## src/rtl/env_mix_pkg.sv

```systemverilog
// Shared constants for the envelope mixer.
//   DEF_PWM_DEPTH : default width of the base duty cycle (overridable by `PWM_DEPTH)
//   DEF_DATAWIDTH : default width of the mixed duty cycle (overridable by `DATAWIDTH)
//   DEF_ENV_W     : default envelope level width
//   DEF_MUL_W     : default envelope depth multiplier width
//   DC_MAX        : saturation ceiling for the default DATAWIDTH
//   max3()        : width helper used to size intermediate sums
`ifndef PWM_DEPTH
`define PWM_DEPTH 8
`endif
`ifndef DATAWIDTH
`define DATAWIDTH 12
`endif

package env_mix_pkg;

    localparam int unsigned DEF_PWM_DEPTH = `PWM_DEPTH;
    localparam int unsigned DEF_DATAWIDTH = `DATAWIDTH;
    localparam int unsigned DEF_ENV_W     = 7;
    localparam int unsigned DEF_MUL_W     = 5;
    localparam int unsigned DC_MAX        = (1 << DEF_DATAWIDTH) - 1;

    function automatic int unsigned max3(input int unsigned a,
                                         input int unsigned b,
                                         input int unsigned c);
        int unsigned m;
        m = (a > b) ? a : b;
        return (m > c) ? m : c;
    endfunction

endpackage

```

## src/rtl/env_mix_sat_add.sv

```systemverilog
// Unsigned saturating adder, purely combinational.
//   i_a : first addend  (A_W bits)
//   i_b : second addend (B_W bits)
//   o_y : i_a + i_b clamped to 2**OUT_W-1 (OUT_W bits)
module sat_add
    import env_mix_pkg::*;
#(
    parameter int unsigned A_W   = DEF_ENV_W + DEF_MUL_W,
    parameter int unsigned B_W   = DEF_PWM_DEPTH,
    parameter int unsigned OUT_W = DEF_DATAWIDTH
) (
    input  logic [A_W-1:0]   i_a,
    input  logic [B_W-1:0]   i_b,
    output logic [OUT_W-1:0] o_y
);

    // One bit wider than the widest operand or result, so the sum can never wrap
    // and anything above the ceiling is visible to the compare.
    localparam int unsigned SUM_W = max3(A_W, B_W, OUT_W) + 1;
    localparam logic [SUM_W-1:0] SAT_MAX = {{(SUM_W - OUT_W){1'b0}}, {OUT_W{1'b1}}};

    logic [SUM_W-1:0] w_sum;

    always_comb begin
        w_sum = SUM_W'(i_a) + SUM_W'(i_b);
        if (w_sum > SAT_MAX) begin
            o_y = '1;
        end else begin
            o_y = w_sum[OUT_W-1:0];
        end
    end

endmodule

```

## src/rtl/env_mix.sv

```systemverilog
// Envelope mixer: DC_POST = sat(DC_PRE + ENV*MUL), three-stage pipeline,
// one result per clock, no handshake.
//   clk     : rising-edge clock
//   rst_n   : asynchronous active-low reset, clears all pipeline state
//   ENV     : envelope level (ENV_W bits, unsigned)
//   DC_PRE  : base duty cycle (PWM_DEPTH bits, unsigned)
//   MUL     : envelope depth multiplier (MUL_W bits, unsigned)
//   DC_POST : mixed, saturated duty cycle (DATAWIDTH bits, registered)
module env_mix
    import env_mix_pkg::*;
#(
    parameter int unsigned PWM_DEPTH = DEF_PWM_DEPTH,
    parameter int unsigned DATAWIDTH = DEF_DATAWIDTH,
    parameter int unsigned ENV_W     = DEF_ENV_W,
    parameter int unsigned MUL_W     = DEF_MUL_W
) (
    input  logic                 clk,
    input  logic                 rst_n,
    input  logic [ENV_W-1:0]     ENV,
    input  logic [PWM_DEPTH-1:0] DC_PRE,
    input  logic [MUL_W-1:0]     MUL,
    output logic [DATAWIDTH-1:0] DC_POST
);

    localparam int unsigned PROD_W = ENV_W + MUL_W;

    // Stage 1: input capture
    logic [ENV_W-1:0]     r_env;
    logic [MUL_W-1:0]     r_mul;
    logic [PWM_DEPTH-1:0] r_dc_pre_s1;
    // Stage 2: product, base duty cycle carried alongside
    logic [PROD_W-1:0]    r_prod;
    logic [PWM_DEPTH-1:0] r_dc_pre_s2;
    // Stage 3: saturated result
    logic [DATAWIDTH-1:0] r_dc_post;
    logic [DATAWIDTH-1:0] w_sat;

    always_ff @(posedge clk or negedge rst_n) begin
        if (!rst_n) begin
            r_env       <= '0;
            r_mul       <= '0;
            r_dc_pre_s1 <= '0;
        end else begin
            r_env       <= ENV;
            r_mul       <= MUL;
            r_dc_pre_s1 <= DC_PRE;
        end
    end

    always_ff @(posedge clk or negedge rst_n) begin
        if (!rst_n) begin
            r_prod      <= '0;
            r_dc_pre_s2 <= '0;
        end else begin
            // Operands widened first so the full product is kept.
            r_prod      <= PROD_W'(r_env) * PROD_W'(r_mul);
            r_dc_pre_s2 <= r_dc_pre_s1;
        end
    end

    sat_add #(
        .A_W   (PROD_W),
        .B_W   (PWM_DEPTH),
        .OUT_W (DATAWIDTH)
    ) u_sat_add (
        .i_a (r_prod),
        .i_b (r_dc_pre_s2),
        .o_y (w_sat)
    );

    always_ff @(posedge clk or negedge rst_n) begin
        if (!rst_n) begin
            r_dc_post <= '0;
        end else begin
            r_dc_post <= w_sat;
        end
    end

    assign DC_POST = r_dc_post;

endmodule

```

## config.mk

```make
export PLATFORM = sky130hd
export DESIGN_NAME = env_mix
export DESIGN_NICKNAME = d
export VERILOG_FILES = /design/src/rtl/env_mix_pkg.sv /design/src/rtl/env_mix_sat_add.sv /design/src/rtl/env_mix.sv
export SDC_FILE = /design/constraint.sdc
export NUM_CORES = 1
export LEC_CHECK = 0
export CORE_MARGIN = 2
export CORE_UTILIZATION = 60
export CTS_CLUSTER_SIZE = 24
export DETAILED_ROUTE_END_ITERATION = 8
export HOLD_SLACK_MARGIN = 0.12
export MAX_ROUTING_LAYER = met4
export PLACE_DENSITY = 0.85
export SYNTH_ARGS = -nofsm -noshare
export SYNTH_HDL_FRONTEND = slang
export SYNTH_HIERARCHICAL = 1
export SYNTH_SLANG_ARGS = --single-unit
```

## constraint.sdc

```tcl
create_clock -name clk -period 8 [get_ports clk]
set_input_delay 2.4 -clock clk [delete_from_list [all_inputs] [get_ports clk]]
set_output_delay 2.4 -clock clk [all_outputs]
set_load 0.01 [all_outputs]
```

After elaboration in Yosys (flattened, before gate mapping)
Cells that the tools add are included.
{"block": "totals", "register_bits": 52, "latchBits": 0, "mem_bits_rw": 0, "romBits": 0, "input_bits": 22, "out_inout_bits": 12, "word_cells": 10, "mem_count": 0}
{"block": "classes", "addsub": 1, "n_mul": 1, "n_div": 0, "n_lt_le_gt_ge": 1, "n_eq_ne": 0, "n_shift": 0, "n_mux": 1, "n_bitwise": 0, "n_reduce_logical": 0}
{"cell": "$add A12 B8 Y13", "count": 1}
{"cell": "$gt A13 B12 Y1 const B", "count": 1}
{"cell": "$mul A7 B5 Y12", "count": 1}
{"cell": "$mux W12", "count": 1}

Depth between registers and ports, before layout
Gate-level depths: netlist of the first run.
{"block": "logic_depth", "word_depth": 3, "depth_mapped": 12, "mapped_depth_nobuf": 12}

By module
The synthesis of the first run kept the hierarchy.
{"module": "env_mix", "n_inst": 1, "cells_per_inst": 180, "area_each_um2": 2392.3}
{"module": "sat_add", "n_inst": 1, "cells_per_inst": 72, "area_each_um2": 548.0}

Worst setup path before layout of the first run
No wires, ideal clock.
{"block": "synth_timing", "path_type": "reg2reg", "startpoint": "reg r_mul[4]", "endpoint": "reg r_prod[11]", "setup_time_ps": 139, "arrival_time_ps": 3718, "t_required_ps": 7861, "slack_ps": 4143, "stages_incl_launch_ff": 12, "cell_sequence": "dfrtp_1 and2_1 fa_1 fa_1 inv_1 fa_1 inv_1 ha_1 and3_4 a2111oi_4 nor3_1 or4_1"}
{"block": "synth_between", "elab_chain_len": 1}
{"element": "from (decl)", "line": "env_mix.sv:29", "rtl": "logic [MUL_W-1:0] r_mul;"}
{"element": "from (signal assigned)", "line": "env_mix.sv:41", "rtl": "r_mul <= '0;"}
{"element": "from (signal assigned)", "line": "env_mix.sv:45", "rtl": "r_mul <= MUL;"}
{"element": "$mul A7 B5 Y12", "line": "env_mix.sv:56", "rtl": "r_prod <= PROD_W'(r_env) * PROD_W'(r_mul);"}
{"element": "to (signal assigned)", "line": "env_mix.sv:56"}
{"element": "to (decl)", "line": "env_mix.sv:32", "rtl": "logic [PROD_W-1:0] r_prod;"}
Every way passes these cells.

Worst setup path in the final report of the first run
Ends and elaborated chain as after synthesis.

==> results.py, run 1 <==
metrics = {
    "status": {
        "status": "finished, final reports clean",
    },
    "layout": {
        "fillers": 312,
        "syn_to_final_growth_pct": 18.0,
        "finalNetCount": 356,
        "diodes": 0,
        "final_layout_size_suffix_gt1_share_pct": 9.97,
    },
    "die": {
        "core-area_um2": 4720,
        "die_h_um": 74.0,
        "die_w_um": 74.0,
        "io_pins": 34,
        "fp.dieArea_um2": 5480,
        "fp-row-count": 25,
        "start_util_pct": 62.3,
    },
    "sta": {
        "period_share_pct": 51.2,
        "skew_ps": 8.83,
        "clock.fmax_ghz": 0.244,
        "tns_ps": 0,
        "finalHoldViolations": 0,
        "setup_viol": 0,
        "slew_headroom_pct": 27.0,
        "min_period_ps": 4100,
        "finalMaxSlewViolations": 0,
        "whs_ps": 352,
        "worst_pin_slew_ps": 1100,
        "rsz0062_at_grt": "no",
    },
    "route": {
        "num_vias": 1906,
        "wl_per_cell_um": 14.0,
        "wirelength_um": 5030,
        "ant_nets": 0,
        "vias_per_cell": 5.32,
        "drtIter0Drc": 69,
        "route.detailed.drc": 0,
        "firstDrtPassIters": 4,
    },
    "worst_setup_path": {
        "start_kind": "flop",
        "critPathMaxFanout": 7,
        "end_kind": "flop",
        "critPathKind": "reg -> reg",
        "worstPathRequired_ps": 8180,
        "crit_arrival_ps": 4280,
    },
    "clocking": {
        "cts-resized-gates": 0,
        "clockBufferDepth": 2,
        "ctsHoldBuffers": 0,
        "cts-root-buf": "clkbuf_8",
        "cts_htree_levels": 2,
        "cts_sinks": 52,
        "cts_tree": "yes",
        "cts_setup_buffers": 0,
        "clk_pin_slew_ps": 100,
        "clock_latency_ps": 310,
        "cts_buffers": 5,
    },
    "synthesis": {
        "yosys_register_bits": 52,
        "synth_common_cells": "52 x dfrtp_1, 28 x ha_1, 26 x inv_1",
        "netlist_area_um2": 2940,
        "synth-main-ff-cell": "dfrtp_1",
        "synth_area_leaders": "dfrtp_1 44%, ha_1 12%, fa_1 11%, and2_1 4.9%, inv_1 3.3%",
        "syn_inst": 252,
        "synth.most_common_cell": "dfrtp_1",
        "synth_cell_types": 42,
        "synth_nets": 318,
        "yosysTopAreaCell": "dfrtp_1",
        "synth_seq_area_share_pct": 44.3,
        "yosys_warnings": 6,
        "synth_edf_count": 0,
        "synth.avg_cell_area_um2": 11.7,
        "synth_top_area_share_pct": 44.3,
        "async_reset_ff_share_pct": 100,
    },
    "global_route": {
        "grt_pass1_wl_um": 8460,
        "grt_pass1_vias": 1978,
        "grt_max_degree": 53,
        "grt_usage_pct": 21.7,
        "antenna_found_initial": 0,
        "overflow": 0,
    },
    "power": {
        "power_frac_seq_pct": 36.5,
        "p_leak_nw": 1.65,
        "irDropWorstVdd_v": 0.000119,
        "internal_power_uw": 626,
        "p_sw_uw": 306,
        "swShare_pct": 32.8,
        "p_per_area_nw_per_um2": 268,
        "clockPowerShare_pct": 23.1,
        "combPwrFrac_pct": 40.4,
    },
    "placed_design": {
        "dp_hpwl_um": 3630,
        "place_congestion": 0.923,
        "numPortBuffers": 33,
    },
    "hold_path": {
        "hp-class": "reg -> reg",
    },
    "flow_run": {
        "max_cap_violations": 0,
    },
}
sequential cells by signal, indices dropped and copies added (netlist names):
name	count
r_dc_pre_s2	8
r_env	7
DC_POST	12
r_prod	12
r_mul	5
r_dc_pre_s1	8
path summary, 6_finish.rpt:
| check | start | endpoint | slack (ps) | cells after the start |
|---|---|---|---|---|
| worst max-delay path | r_mul[4] | r_prod[11] | 3900 | 11 |
| worst min-delay path | r_dc_pre_s1[7] | r_dc_pre_s2[7] | 350 | 0 |
| min in group asynchronous | rst_n | DC_POST[10] | 2290 | 1 |
| worst max register to register | r_mul[4] | r_prod[11] | 3900 | 11 |
| max in group asynchronous | rst_n | r_dc_pre_s1[2] | 5030 | 1 |
| worst min register to register | r_dc_pre_s1[7] | r_dc_pre_s2[7] | 350 | 0 |
stage by stage:
| step | instances | instance area, µm² | setup WS [ps] | power (mW) | util (%) |
|---|---|---|---|---|---|
| floorplan | 252 | 2940 | 4140 | 0.605 | - |
| global placement | 350 | 3330 | 4070 | 0.702 | 70.6 |
| detailed placement | 350 | 3330 | 3990 | 0.715 | 70.6 |
| CTS | 358 | 3470 | 3890 | 0.938 | 73.5 |
| global route | 358 | 3470 | 3740 | 0.996 | 73.5 |
| finish | 358 | 3470 | 3900 | 0.932 | 73.5 |
power groups by stage:
stage | combinational [mW] | clock (mW) | sequential, mW
4_1_cts | 0.379 | 0.219 | 0.341
3_5_place_dp | 0.369 | 0 | 0.346
2_1_floorplan | 0.249 | 0 | 0.355
3_3_place_gp | 0.358 | 0 | 0.344
6_report | 0.377 | 0.215 | 0.340
5_1_grt | 0.420 | 0.229 | 0.347
routing by layer:
metal | wire (µm) | GRT usage, %
met5 | 0 | -
met4 | 85 | 7.68
met3 | 178 | 4.20
met2 | 2740 | 39.5
met1 | 2020 | 23.3
area by class of cell:
| cell class | instances | area [µm²] | area share (%) |
|---|---|---|---|
| Sequential cell | 52 | 1300 | 37.5 |
| Clock buffer | 5 | 68.8 | 1.98 |
| Clock inverter | 3 | 68.8 | 1.98 |
| Tap cell | 67 | 83.8 | 2.42 |
| Multi-Input combinational cell | 172 | 1530 | 43.9 |
| Inverter | 26 | 97.6 | 2.81 |
| Timing Repair Buffer | 33 | 325 | 9.37 |
worst max-delay path, cell delays in order, from the launching register on:
cell and delay [ps]:
dfrtp_1 450, and2_1 180, fa_1 500, fa_1 540
inv_1 60, fa_1 540, inv_1 50, ha_1 380
and3_4 230, a2111oi_4 400, nor3_1 120, or4_1 530
cell usage in the layout, fill, tap and decap left out, types with 5 or more instances in the layout:
| cell type | count |
|---|---|
| xnor2_1 | 8 |
| a21oi_1 | 10 |
| ha_1 | 28 |
| nand3_1 | 5 |
| fa_1 | 16 |
| nand2_2 | 6 |
| clkbuf_8 | 5 |
| nand2_1 | 19 |
| xor2_1 | 5 |
| nor2_1 | 7 |
| inv_1 | 26 |
| clkdlybuf4s50_1 | 32 |
| dfrtp_1 | 52 |
| and2_1 | 23 |
logic make-up (layout without fill, tap and decap cells):
| group | after synthesis | in the layout | synth area share [%] |
|---|---|---|---|
| buffers and inverters | 28 | 67 | 3.87 |
| AO/OA/AOI/OAI | 36 | 36 | 9.87 |
| adder cells (fa/ha/maj) | 44 | 44 | 22.8 |
| XOR/XNOR | 13 | 13 | 3.87 |
| flip-flops | 52 | 52 | 44.3 |
| AND/OR/NAND/NOR | 76 | 76 | 14.3 |
| multiplexers | 3 | 3 | 1.06 |
No activity file was read; power rests on OpenSTA's default activity.
==> inputs of run 2 (changes only) <==
- CORE_UTILIZATION: 60 -> 56
- PLACE_DENSITY: 0.85 -> 0.8
- clock period: 8 -> 4 ns (I/O delays scaled with it)
==> run 2 against run 1 <==
  * Die area rose by 6.7%
  * Sequential share of layout area down 0.80 points
  * Core utilization is 3.5 points lower
  * Critical path depth unchanged
  * Worst hold slack gained 4.2 ps
  * Cell area is 2.4% higher
  * Register-to-register slack worse by 3700 ps
  * Largest cell class unchanged
  * Setup slack worse by 3700 ps
  * Clock skew up 1.3 ps
==> results.py, run 2 (synthesized netlist as in run 1, its figures left out) <==
metrics = {
    "sta": {
        "tns_ps": 0,
        "min_period_ps": 3820,
        "setup_viol": 0,
        "timing.final.ws_setup_ps": 185,
        "slew_headroom_pct": 27.7,
        "skew_ps": 10.1,
        "finalMaxSlewViolations": 0,
        "finalHoldViolations": 0,
        "period_share_pct": 95.4,
        "rsz0062_at_grt": "no",
        "clock.fmax_ghz": 0.262,
        "worst_pin_slew_ps": 1080,
    },
    "worst_setup_path": {
        "r2r_cells": 11,
        "reg2reg_from": "r_env[4]",
        "setup.worst_path.start": "r_env[4]",
        "crit_chain": "and2_4, fa_1, fa_1, inv_1, fa_1, inv_1, ha_4, and2_4, a2111oi_4, nor3_1, or4_1",
        "crit_top_cell": "fa_1",
        "start_kind": "flop",
        "critical_path.max_stage_delay_ps": 540,
        "crit_arrival_ps": 4000,
        "critPathKind": "reg -> reg",
        "worstPathRequired_ps": 4180,
        "end_kind": "flop",
        "critPathMaxFanout": 6,
        "critPathSlowestCell": "fa_1",
    },
    "power": {
        "p_leak_nw": 1.67,
        "irDropWorstVdd_v": 0.000265,
        "p_per_area_nw_per_um2": 529,
        "p_total_mw": 1.88,
    },
    "clocking": {
        "cts_buffers": 5,
        "clockBufferDepth": 2,
        "cts_tree": "yes",
        "clock_latency_ps": 310,
        "clk_pin_slew_ps": 90,
        "cts-root-buf": "clkbuf_8",
        "cts_sinks": 52,
        "ctsHoldBuffers": 0,
        "cts_htree_levels": 2,
    },
    "route": {
        "firstDrtPassIters": 4,
        "route.detailed.drc": 0,
        "drtIter0Drc": 59,
        "vias_per_cell": 5.21,
        "wl_per_cell_um": 13.4,
        "num_vias": 1911,
        "wirelength_um": 4920,
        "ant_nets": 0,
    },
    "hold_path": {
        "hp-class": "reg -> reg",
        "hold_start": "r_dc_pre_s1[7]",
        "whs_path_depth": 0,
    },
    "global_route": {
        "antenna_found_initial": 0,
        "grt_max_degree": 53,
        "grt_usage_pct": 18.1,
        "overflow": 0,
        "grt_pass1_wl_um": 8230,
        "grt_pass1_vias": 1979,
    },
    "placed_design": {
        "dp_slack_ps": -42.4,
        "numPortBuffers": 33,
        "dp_hpwl_um": 3720,
        "place_congestion": 0.920,
    },
    "layout": {
        "finalNetCount": 362,
        "final_common_cell": "dfrtp_1",
        "final_cell_mix": "50 x dfrtp_1, 32 x clkdlybuf4s50_1, 26 x inv_1, 26 x ha_1, 21 x and2_1",
        "fillers": 382,
        "final_layout_size_suffix_gt1_share_pct": 13.8,
        "diodes": 0,
        "syn_to_final_growth_pct": 20.9,
    },
    "die": {
        "die_w_um": 76.5,
        "fp-row-count": 26,
        "start_util_pct": 57.9,
        "core-area_um2": 5070,
        "fp.dieArea_um2": 5850,
        "die_h_um": 76.5,
        "io_pins": 34,
    },
    "status": {
        "status": "finished, final reports clean",
    },
    "flow_run": {
        "max_cap_violations": 0,
    },
}
==> run 2: cell count changes in the layout (fill, tap and decap cells not counted), sizes merged <==
cell | previous run | this run
buf | 1 | 7
==> run 2: metal layers <==
| layer | routed length (µm) | track usage, % |
|---|---|---|
| met3 | 194 | 3.55 |
| met4 | 87 | 6.55 |
| met5 | 0 | - |
| met2 | 2700 | 32.7 |
| met1 | 1930 | 19.8 |
==> run 2: repair_timing <==
action / 4_1_cts / 5_1_grt
gates resized for setup: 0 / 8
setup endpoints to repair: 1 / 1
buffers inserted: 1 / 4
pin swaps: 1 / 4
cloned: 0 / 0
==> run 2: power by group <==
group	leakage (nW)	internal, mW	total (mW)	switching (mW)
sequential	0.612	0.634	0.682	0.0473
clock	0.0687	0.252	0.424	0.172
combinational	0.994	0.389	0.776	0.387
==> run 2: final timing paths <==
path                                  end  slack (ps)
max                            r_prod[11]         180
min                        r_dc_pre_s2[7]         360
max reg2reg                    r_prod[11]         180
min reg2reg                r_dc_pre_s2[7]         360
max in group asynchronous        r_mul[2]        2170
min in group asynchronous      DC_POST[8]        1090
==> run 2: critical path: cells and delay by family (launching register included) <==
family / cells / cell delay (ps)
AOI/OAI and AO/OA: 1 / 390
adders and majority gates: 4 / 1800
buffers and inverters: 2 / 110
DFF: 1 / 430
and+or+nand+nor: 4 / 950
==> run 2: final cells by class <==
cell class	count	area, µm²	share of cell area, %
well taps	70	87.6	2.46
flip-flops and latches	52	1300	36.7
clock buffers	5	68.8	1.94
multi-input cells	172	1560	43.8
clock inverters	3	68.8	1.94
repair buffers	39	370	10.4
inverters	26	97.6	2.75
==> run 2: metrics by stage <==
step	cells	instance area, µm²	utilization, %	hold slack, ps
after global routing	367	3550	70.0	355
final	367	3550	70.0	356
after detailed placement	354	3340	65.9	336
after CTS	363	3490	68.8	356
after global placement	354	3340	65.9	333
after floorplan	252	2940	-	331
==> inputs of run 3 (changes only) <==
- SETUP_SLACK_MARGIN: default -> 0.3
==> run 3 against run 2 <==
  * Cell count rose by 1.9%
  * Global-route usage up 0.49 points
  * Highest routed layer unchanged
  * Largest cell class unchanged
  * Cell area increased by 0.77%
  * First-iteration DRC count down 53%
  * Critical path type unchanged
==> results.py, run 3 (synthesized netlist as in run 1, its figures left out) <==
metrics = {
    "route": {
        "firstDrtPassIters": 4,
        "vias_per_cell": 5.18,
        "wirelength_um": 4760,
        "ant_nets": 0,
        "route.detailed.drc": 0,
        "wl_per_cell_um": 12.7,
        "drtIter0Drc": 28,
        "num_vias": 1936,
    },
    "clocking": {
        "clk_pin_slew_ps": 90,
        "cts_buffers": 5,
        "cts_sinks": 52,
        "cts-root-buf": "clkbuf_8",
        "clock_latency_ps": 300,
        "clockBufferDepth": 2,
        "cts_htree_levels": 2,
        "cts_tree": "yes",
    },
    "sta": {
        "min_period_ps": 3730,
        "rsz0062_at_grt": "yes",
        "finalMaxSlewViolations": 0,
        "whs_ps": 352,
        "timing.final.ws_setup_ps": 271,
        "skew_ps": 6.06,
        "tns_ps": 0,
        "clock.fmax_ghz": 0.268,
        "period_share_pct": 93.2,
        "slew_headroom_pct": 50.4,
        "finalHoldViolations": 0,
        "worst_pin_slew_ps": 743,
        "setup_viol": 0,
    },
    "worst_setup_path": {
        "end_kind": "flop",
        "r2r-end": "r_prod[11]",
        "critPathMaxFanout": 4,
        "rrSetupSlack_ps": 270,
        "r2r_cells": 10,
        "critPathKind": "reg -> reg",
        "worstPathRequired_ps": 4180,
        "critPathCapture": "r_prod[11]",
        "reg2reg_from": "r_env[3]",
        "setup.worst_path.start": "r_env[3]",
        "start_kind": "flop",
        "crit_arrival_ps": 3910,
    },
    "global_route": {
        "overflow": 0,
        "grt_usage_pct": 18.6,
        "grt_max_degree": 36,
        "antenna_found_initial": 0,
        "grt_pass1_vias": 2023,
        "grt_pass1_wl_um": 8360,
    },
    "die": {
        "start_util_pct": 57.9,
        "fp.dieArea_um2": 5850,
        "die_w_um": 76.5,
        "io_pins": 34,
        "core-area_um2": 5070,
        "fp-row-count": 26,
        "die_h_um": 76.5,
    },
    "layout": {
        "diodes": 0,
        "final_cells": 374,
        "final_cell_mix": "52 x dfrtp_1, 32 x clkdlybuf4s50_1, 25 x inv_1, 25 x ha_1, 20 x and2_1",
        "finalNetCount": 369,
        "syn_to_final_growth_pct": 21.8,
        "final_common_cell": "dfrtp_1",
        "fin_area_um2": 3580,
        "final_util_pct": 70.6,
        "final_layout_size_suffix_gt1_share_pct": 16.1,
    },
    "hold_path": {
        "hp-class": "reg -> reg",
    },
    "placed_design": {
        "place_congestion": 0.895,
        "placed_area_um2": 3360,
        "dp_hpwl_um": 3700,
        "numPortBuffers": 33,
        "dp_slack_ps": 159,
        "dp.cells": 354,
    },
    "power": {
        "irDropWorstVdd_v": 0.000224,
        "p_per_area_nw_per_um2": 501,
        "p_total_mw": 1.80,
        "p_leak_nw": 1.69,
    },
    "flow_run": {
        "max_cap_violations": 0,
    },
    "status": {
        "status": "finished, final reports clean",
    },
}
==> run 3: final cells by class <==
| type | instances | area [µm²] |
|---|---|---|
| multi-input combinational | 172 | 1570 |
| clock inverter | 1 | 7.51 |
| fill | 382 | 1490 |
| inverter | 26 | 97.6 |
| clock buffer | 7 | 86.3 |
| sequential | 52 | 1300 |
| tap | 70 | 87.6 |
| timing repair buffer | 46 | 427 |
==> run 3: critical path, stage by stage (launching register included) <==
cell and delay [ps]:
dfrtp_1 410, buf_6 120, and2_4 130, fa_1 500, fa_1 560, fa_1 450, ha_4 280, and3_4 160
a2111oi_4 400, nor3_1 80, or4_1 510
==> run 3: how the worst min path moves through the flow <==
stage | start | endpoint | slack [ps] | cells after the start
finish | r_dc_pre_s1[2] | r_dc_pre_s2[2] | 350 | 0
global route | r_dc_pre_s1[2] | r_dc_pre_s2[2] | 370 | 0
CTS | r_dc_pre_s1[2] | r_dc_pre_s2[2] | 350 | 0
detailed placement | r_dc_pre_s1[2] | r_dc_pre_s2[2] | 330 | 0
global placement | r_dc_pre_s1[5] | r_dc_pre_s2[5] | 330 | 0
floorplan | r_dc_pre_s1[0] | r_dc_pre_s2[0] | 330 | 0
==> run 3: metal layers <==
| layer | up-vias | GRT usage [%] | part of all wire (%) |
|---|---|---|---|
| li1 | 939 | - | - |
| met1 | 936 | 19.5 | 39 |
| met2 | 50 | 34.3 | 55 |
| met3 | 11 | 3.44 | 3.4 |
| met4 | 0 | 7.64 | 2.0 |
| met5 | - | - | 0 |
==> run 3: what timing repair did <==
item                                    4_1_cts  5_1_grt
gates resized for setup                       5        3
hold buffers                                  0        0
endpoints found under the setup margin        1        1
pin swaps                                    15       10
gates cloned                                  0        0
buffers inserted                              9        3
==> run 3: where the power goes <==
part	total, mW	internal (mW)	switching, mW
clock network	0.301	0.141	0.161
registers	0.681	0.634	0.0464
logic	0.813	0.415	0.398
total	1.80	1.19	0.605
